### src/rtl/bp_update_scheduler.sv
// Arbitrates two branch-resolve slots into a small FIFO that drains one
// update per cycle into the bimodal predictor's single update port.
module bp_update_scheduler #(
    parameter int INDEX_BITS = 10,
    parameter int DEPTH      = 4,
    localparam int PW        = $clog2(DEPTH),
    localparam int CW        = PW + 1
) (
    input  logic          clk,
    input  logic          reset,
    input  logic          req0_valid,
    output logic          req0_ready,
    input  logic [31:0]   req0_pc,
    input  logic          req0_taken,
    input  logic          req1_valid,
    output logic          req1_ready,
    input  logic [31:0]   req1_pc,
    input  logic          req1_taken,
    input  logic          flush,
    output logic          upd_en,
    output logic [31:0]   upd_pc,
    output logic          upd_taken,
    input  logic [31:0]   lookup_pc,
    output logic          pend_hit,
    output logic [CW-1:0] count
);
    localparam logic [CW-1:0] DEPTH_C = CW'(DEPTH);

    logic [31:0]   pc_q    [DEPTH];
    logic [31:0]   pc_d    [DEPTH];
    logic          taken_q [DEPTH];
    logic          taken_d [DEPTH];
    logic          vld_q   [DEPTH];
    logic          vld_d   [DEPTH];
    logic [PW-1:0] rd_ptr_q, rd_ptr_d;
    logic [PW-1:0] wr_ptr_q, wr_ptr_d;
    logic [CW-1:0] count_q, count_d;
    logic          rr_q, rr_d;

    logic [CW-1:0] free;
    logic          acc0, acc1;
    logic [PW-1:0] wr_idx1;

    assign free = DEPTH_C - count_q;

    // With one free slot, a lone requester wins; a contended slot goes to rr.
    always_comb begin
        req0_ready = 1'b0;
        req1_ready = 1'b0;
        if (!flush) begin
            if (free >= CW'(2)) begin
                req0_ready = 1'b1;
                req1_ready = 1'b1;
            end else if (free == CW'(1)) begin
                req0_ready = !req1_valid || !rr_q;
                req1_ready = !req0_valid ||  rr_q;
            end
        end
    end

    assign acc0      = req0_valid && req0_ready;
    assign acc1      = req1_valid && req1_ready;
    assign wr_idx1   = wr_ptr_q + PW'(acc0);
    assign upd_en    = (count_q != '0) && !flush;
    assign upd_pc    = pc_q[rd_ptr_q];
    assign upd_taken = taken_q[rd_ptr_q];
    assign count     = count_q;

    always_comb begin
        pend_hit = 1'b0;
        for (int i = 0; i < DEPTH; i++)
            if (vld_q[i] && (pc_q[i][INDEX_BITS+1:2] == lookup_pc[INDEX_BITS+1:2]))
                pend_hit = 1'b1;
        if (count_q == '0)
            pend_hit = 1'b0;
    end

    always_comb begin
        pc_d     = pc_q;
        taken_d  = taken_q;
        vld_d    = vld_q;
        rd_ptr_d = rd_ptr_q;
        wr_ptr_d = wr_ptr_q;
        count_d  = count_q;
        rr_d     = rr_q;
        if (flush) begin
            for (int i = 0; i < DEPTH; i++)
                vld_d[i] = 1'b0;
            rd_ptr_d = '0;
            wr_ptr_d = '0;
            count_d  = '0;
        end else begin
            // Pop first so a same-slot enqueue after wrap still lands valid.
            if (upd_en) begin
                vld_d[rd_ptr_q] = 1'b0;
                rd_ptr_d        = rd_ptr_q + PW'(1);
            end
            if (acc0) begin
                pc_d[wr_ptr_q]    = req0_pc;
                taken_d[wr_ptr_q] = req0_taken;
                vld_d[wr_ptr_q]   = 1'b1;
            end
            if (acc1) begin
                pc_d[wr_idx1]    = req1_pc;
                taken_d[wr_idx1] = req1_taken;
                vld_d[wr_idx1]   = 1'b1;
            end
            wr_ptr_d = wr_ptr_q + PW'(acc0) + PW'(acc1);
            count_d  = count_q + CW'(acc0) + CW'(acc1) - CW'(upd_en);
            if ((free == CW'(1)) && req0_valid && req1_valid && (acc0 || acc1))
                rr_d = !rr_q;
        end
    end

    always_ff @(posedge clk or posedge reset) begin
        if (reset) begin
            for (int i = 0; i < DEPTH; i++) begin
                pc_q[i]    <= '0;
                taken_q[i] <= 1'b0;
                vld_q[i]   <= 1'b0;
            end
            rd_ptr_q <= '0;
            wr_ptr_q <= '0;
            count_q  <= '0;
            rr_q     <= 1'b0;
        end else begin
            pc_q     <= pc_d;
            taken_q  <= taken_d;
            vld_q    <= vld_d;
            rd_ptr_q <= rd_ptr_d;
            wr_ptr_q <= wr_ptr_d;
            count_q  <= count_d;
            rr_q     <= rr_d;
        end
    end
endmodule

### config.mk
export PLATFORM = sky130hd
export DESIGN_NAME = bp_update_scheduler
export DESIGN_NICKNAME = d
export VERILOG_FILES = /design/src/rtl/bp_update_scheduler.sv
export SDC_FILE = /design/constraint.sdc
export NUM_CORES = 1
export LEC_CHECK = 0
export CORE_MARGIN = 8
export CORE_UTILIZATION = 49
export DETAILED_ROUTE_END_ITERATION = 8
export PLACE_DENSITY = 0.89
export SETUP_SLACK_MARGIN = 0.3
export SKIP_CTS_REPAIR_TIMING = 1
export SYNTH_ARGS = -nofsm -noshare
export SYNTH_HDL_FRONTEND = slang
export SYNTH_SLANG_ARGS = --single-unit
### constraint.sdc
create_clock -name clk -period 4.82 [get_ports clk]
set_input_delay 1.205 -clock clk [delete_from_list [all_inputs] [get_ports clk]]
set_output_delay 1.205 -clock clk [all_outputs]
set_load 0.005 [all_outputs]
==> summary.md, run 1 <==
| Metric | Value |
|---|---|
| Initial DRC count | 288 |
| Largest stage delay, worst path | roughly 0.54 ns |
| WP data required | approximately 3.6 ns |
| RSZ-0062 raised after global routing | false |
| Routed vias/inst | 5.848 |
| Fin crit share | 86.43% |
| Share of cells above drive strength 1 | 43.45% |
| CP Launch Type | input pin |
| Hpwl dp | 14940 um |
| Initial core utilization | 49.93% |
| Worst path bufs/invs | 2 |
| Maximum VDD drop | 0.3911 mV |
| Post-synthesis sequential area ratio | 41.72% |
| CTS sink count | 144 |
| Initial antenna violation count | 0 |
| Setup TNS | 0 ns |
| Hold_sp | rr_q |
| Flop2flop setup slack | between 1 and 1.5 ns |
| Area fraction of the dominant cell type after synthesis | between 40% and 50% |
| I/O Buffers | 120 |
| Largest net degree at the start of global routing | 60 |
| Critical R2R Launch | count[1] |
| Number of global-route vias before repair | 6537 |
| Cell family with most CP delay | buffers and inverters |
| Synth area leaders | dfrtp_1, mux2_2, mux4_2, mux2_1, xnor2_1 |
| End-of-flow core utilization | 62.34% |
| Final WL | 21940 um |
| Pwr/cell area | 632.6 mW/mm2 |
| Post-Syn Instances | 619 |
| Grt ovf | 0 |
| Area growth from synthesis to layout | 24.84% |
| MaxCap Viol Count | 0 |
| Mapped Avg Cell Area | 13.95 um2 |
| Fillers | 1275 |
| Slew HR | around a third |
| Max frequency | 240.0 MHz |
| CTS tree | done |
| Post-layout min period | roughly 4.2 ns |
| Total CTS buffers | 17 |
| First-pass GRT wire length | 35160 um |
| Nets | roughly 840 |
| Largest area contributor in the netlist | dfrtp_1 |
| Drt first pass iters | 4 |
| Antenna viol nets, final | 0 |
| Syn nets | 735 |
| Slowest cell on crit path | clkdlybuf4s50_1 |
| Worst setup EP type | output pin |
| Leak pwr | 0.004543 uW |
| Max H-tree Level | 4 |
| Slew @ Worst Pin | 1.001 ns |
| Worst hold path type | register to register |
| Num rows | 48 |
| WS Path Type | input pin to output pin |
| Gpl congestion | 0.8545 |
| Most frequent cells in the layout | mux2_2, dfrtp_1, clkdlybuf4s50_1, xnor2_1, mux2_1 |
| DR vias | 5649 |
| Synth warn | 0 |
| Skew final | 0.007599 ns |
| DR DRC count | 0 |
| Min-Delay Endpoint | rr_q |
| Clock root buffer | clkbuf_16 |
| Crit path depth | 6 |
| Commonest non-fill, non-tap cell in the layout | mux2_2 |
| FF-to-FF path depth | 12 |
| Number of synthesized register bits | 144 |
| Die H | 148.8 um |
| R2r endpoint | pc_q[111] |
| I/O pin cnt | 143 |
| Core area | 0.01730 mm2 |
| Antenna cells | 0 |
| Worst Setup Slack, final | 0.6541 ns |
| Setup Viol. Count Final | 0 |
| Synth cell types | 42 |
| Routed length per instance | 22.71 um |
| Gr usage total | between 20% and 30% |
| Die ar. | 0.02213 mm2 |
| Die W | around 150 um |
| CP cell instances | dlymetal6s2s_1 > xnor2_1 > nand3_1 > or3_1 > a41oi_2 > clkdlybuf4s50_1 |
| Post-place setup slack | 0.3263 ns |
| Worst EP arrival | 2.96 ns |
| Maximum fanout along the worst path | 4 |
| Synth Cell Area | 0.008637 mm2 |
| Final Hold Fails | 0 |
| Outcome | finished, final reports clean |
| CTS clk-pin slew, worst paths | 0.06 ns |
| Clock buffer depth | 2 |
| Worst hold stages | 1 |
| Slew Limit Fails | 0 |
| Worst skew pair latency | ~0.43 ns |
-- cell type report --
cell class,instances,area [um2],share of cell area (%)
clock buffers,22,474.2,4.398
clock inverters,10,181.4,1.683
inverters,11,45.04,0.4177
multi-input cells,417,4766,44.20
flip-flops and latches,144,3606,33.44
well taps,225,281.5,2.611
repair buffers,137,1429,13.25
-- sequential cells by signal, summed over array words and instances (netlist names) --
register / flops
pc_q: 128
taken_q: 4
vld_q: 4
count: 3
rd_ptr_q: 2
wr_ptr_q: 2
rr_q: 1
-- stage by stage --
step	std cells	total power, uW	instance area, um2	hold WS [ns]
final	966	6821	10780	0.5277
after global routing	966	7204	10780	0.5461
after CTS	966	6867	10740	0.5253
after detailed placement	934	5375	10090	0.5135
after global placement	934	5166	10090	0.4906
after floorplan	619	4188	8641	0.4740
-- routing by layer --
metal	share of wire [%]	up-vias	global-route usage (%)
met2	52	195	35.64
met1	40	2911	23.47
met4	1.6	0	8.178
met5	0	-	0
met3	6.9	34	5.977
li1	-	2509	-
-- power breakdown --
group | switching, uW | internal (uW) | total [uW]
logic | 1120 | 2020 | 3140
registers | 458 | 1760 | 2220
clock network | 503 | 958 | 1460
-- Yosys cell counts, drive strengths merged --
library cell  instances
a21bo                 1
mux2i                 1
and4bb                1
a21boi                1
xor2                  3
a21oi                 7
a31oi                 2
nand4b                1
xnor2                43
and4b                 1
ha                   11
o21ai                 4
buf                  35
a21o                  1
nand4                11
nor2b                 3
mux4                 33
nand4bb               1
nor2                  8
mux2                264
nor3b                 1
inv                  11
fa                    2
clkbuf               12
or3b                  1
nand2b                3
nand2                 1
or3                   4
nand3                 5
and2                  1
a41oi                 1
dfrtp               144
or4b                  1
-- how the worst max path moves through the flow --
stage,slack [ns],from,to
detailed placement,0.33,lookup_pc[3],pend_hit
global route,0.58,lookup_pc[3],pend_hit
floorplan,1.41,lookup_pc[4],pend_hit
CTS,0.23,lookup_pc[3],pend_hit
global placement,0.34,lookup_pc[11],pend_hit
finish,0.65,lookup_pc[3],pend_hit
-- cells by family after synthesis --
kind of cell / after synthesis / synth area share [%]
xor+xnor: 46 / 4.665
mux: 298 / 43.14
compound gates: 17 / 1.434
fa+ha+maj: 13 / 2.057
flops: 144 / 41.72
simple gates: 43 / 3.448
buf+inv: 58 / 3.535
(Power assumes the default switching activity.)
==> inputs of run 2 (changes only) <==
--- a/config.mk
+++ b/config.mk
@@ -5,6 +5,7 @@
 export SDC_FILE = /design/constraint.sdc
 export NUM_CORES = 1
 export LEC_CHECK = 0
+export CAP_MARGIN = 20
 export CORE_MARGIN = 8
 export CORE_UTILIZATION = 49
 export DETAILED_ROUTE_END_ITERATION = 8
==> results of run 2 <==
Same layout as run 1: the final DEF is identical, and so are final timing and power.
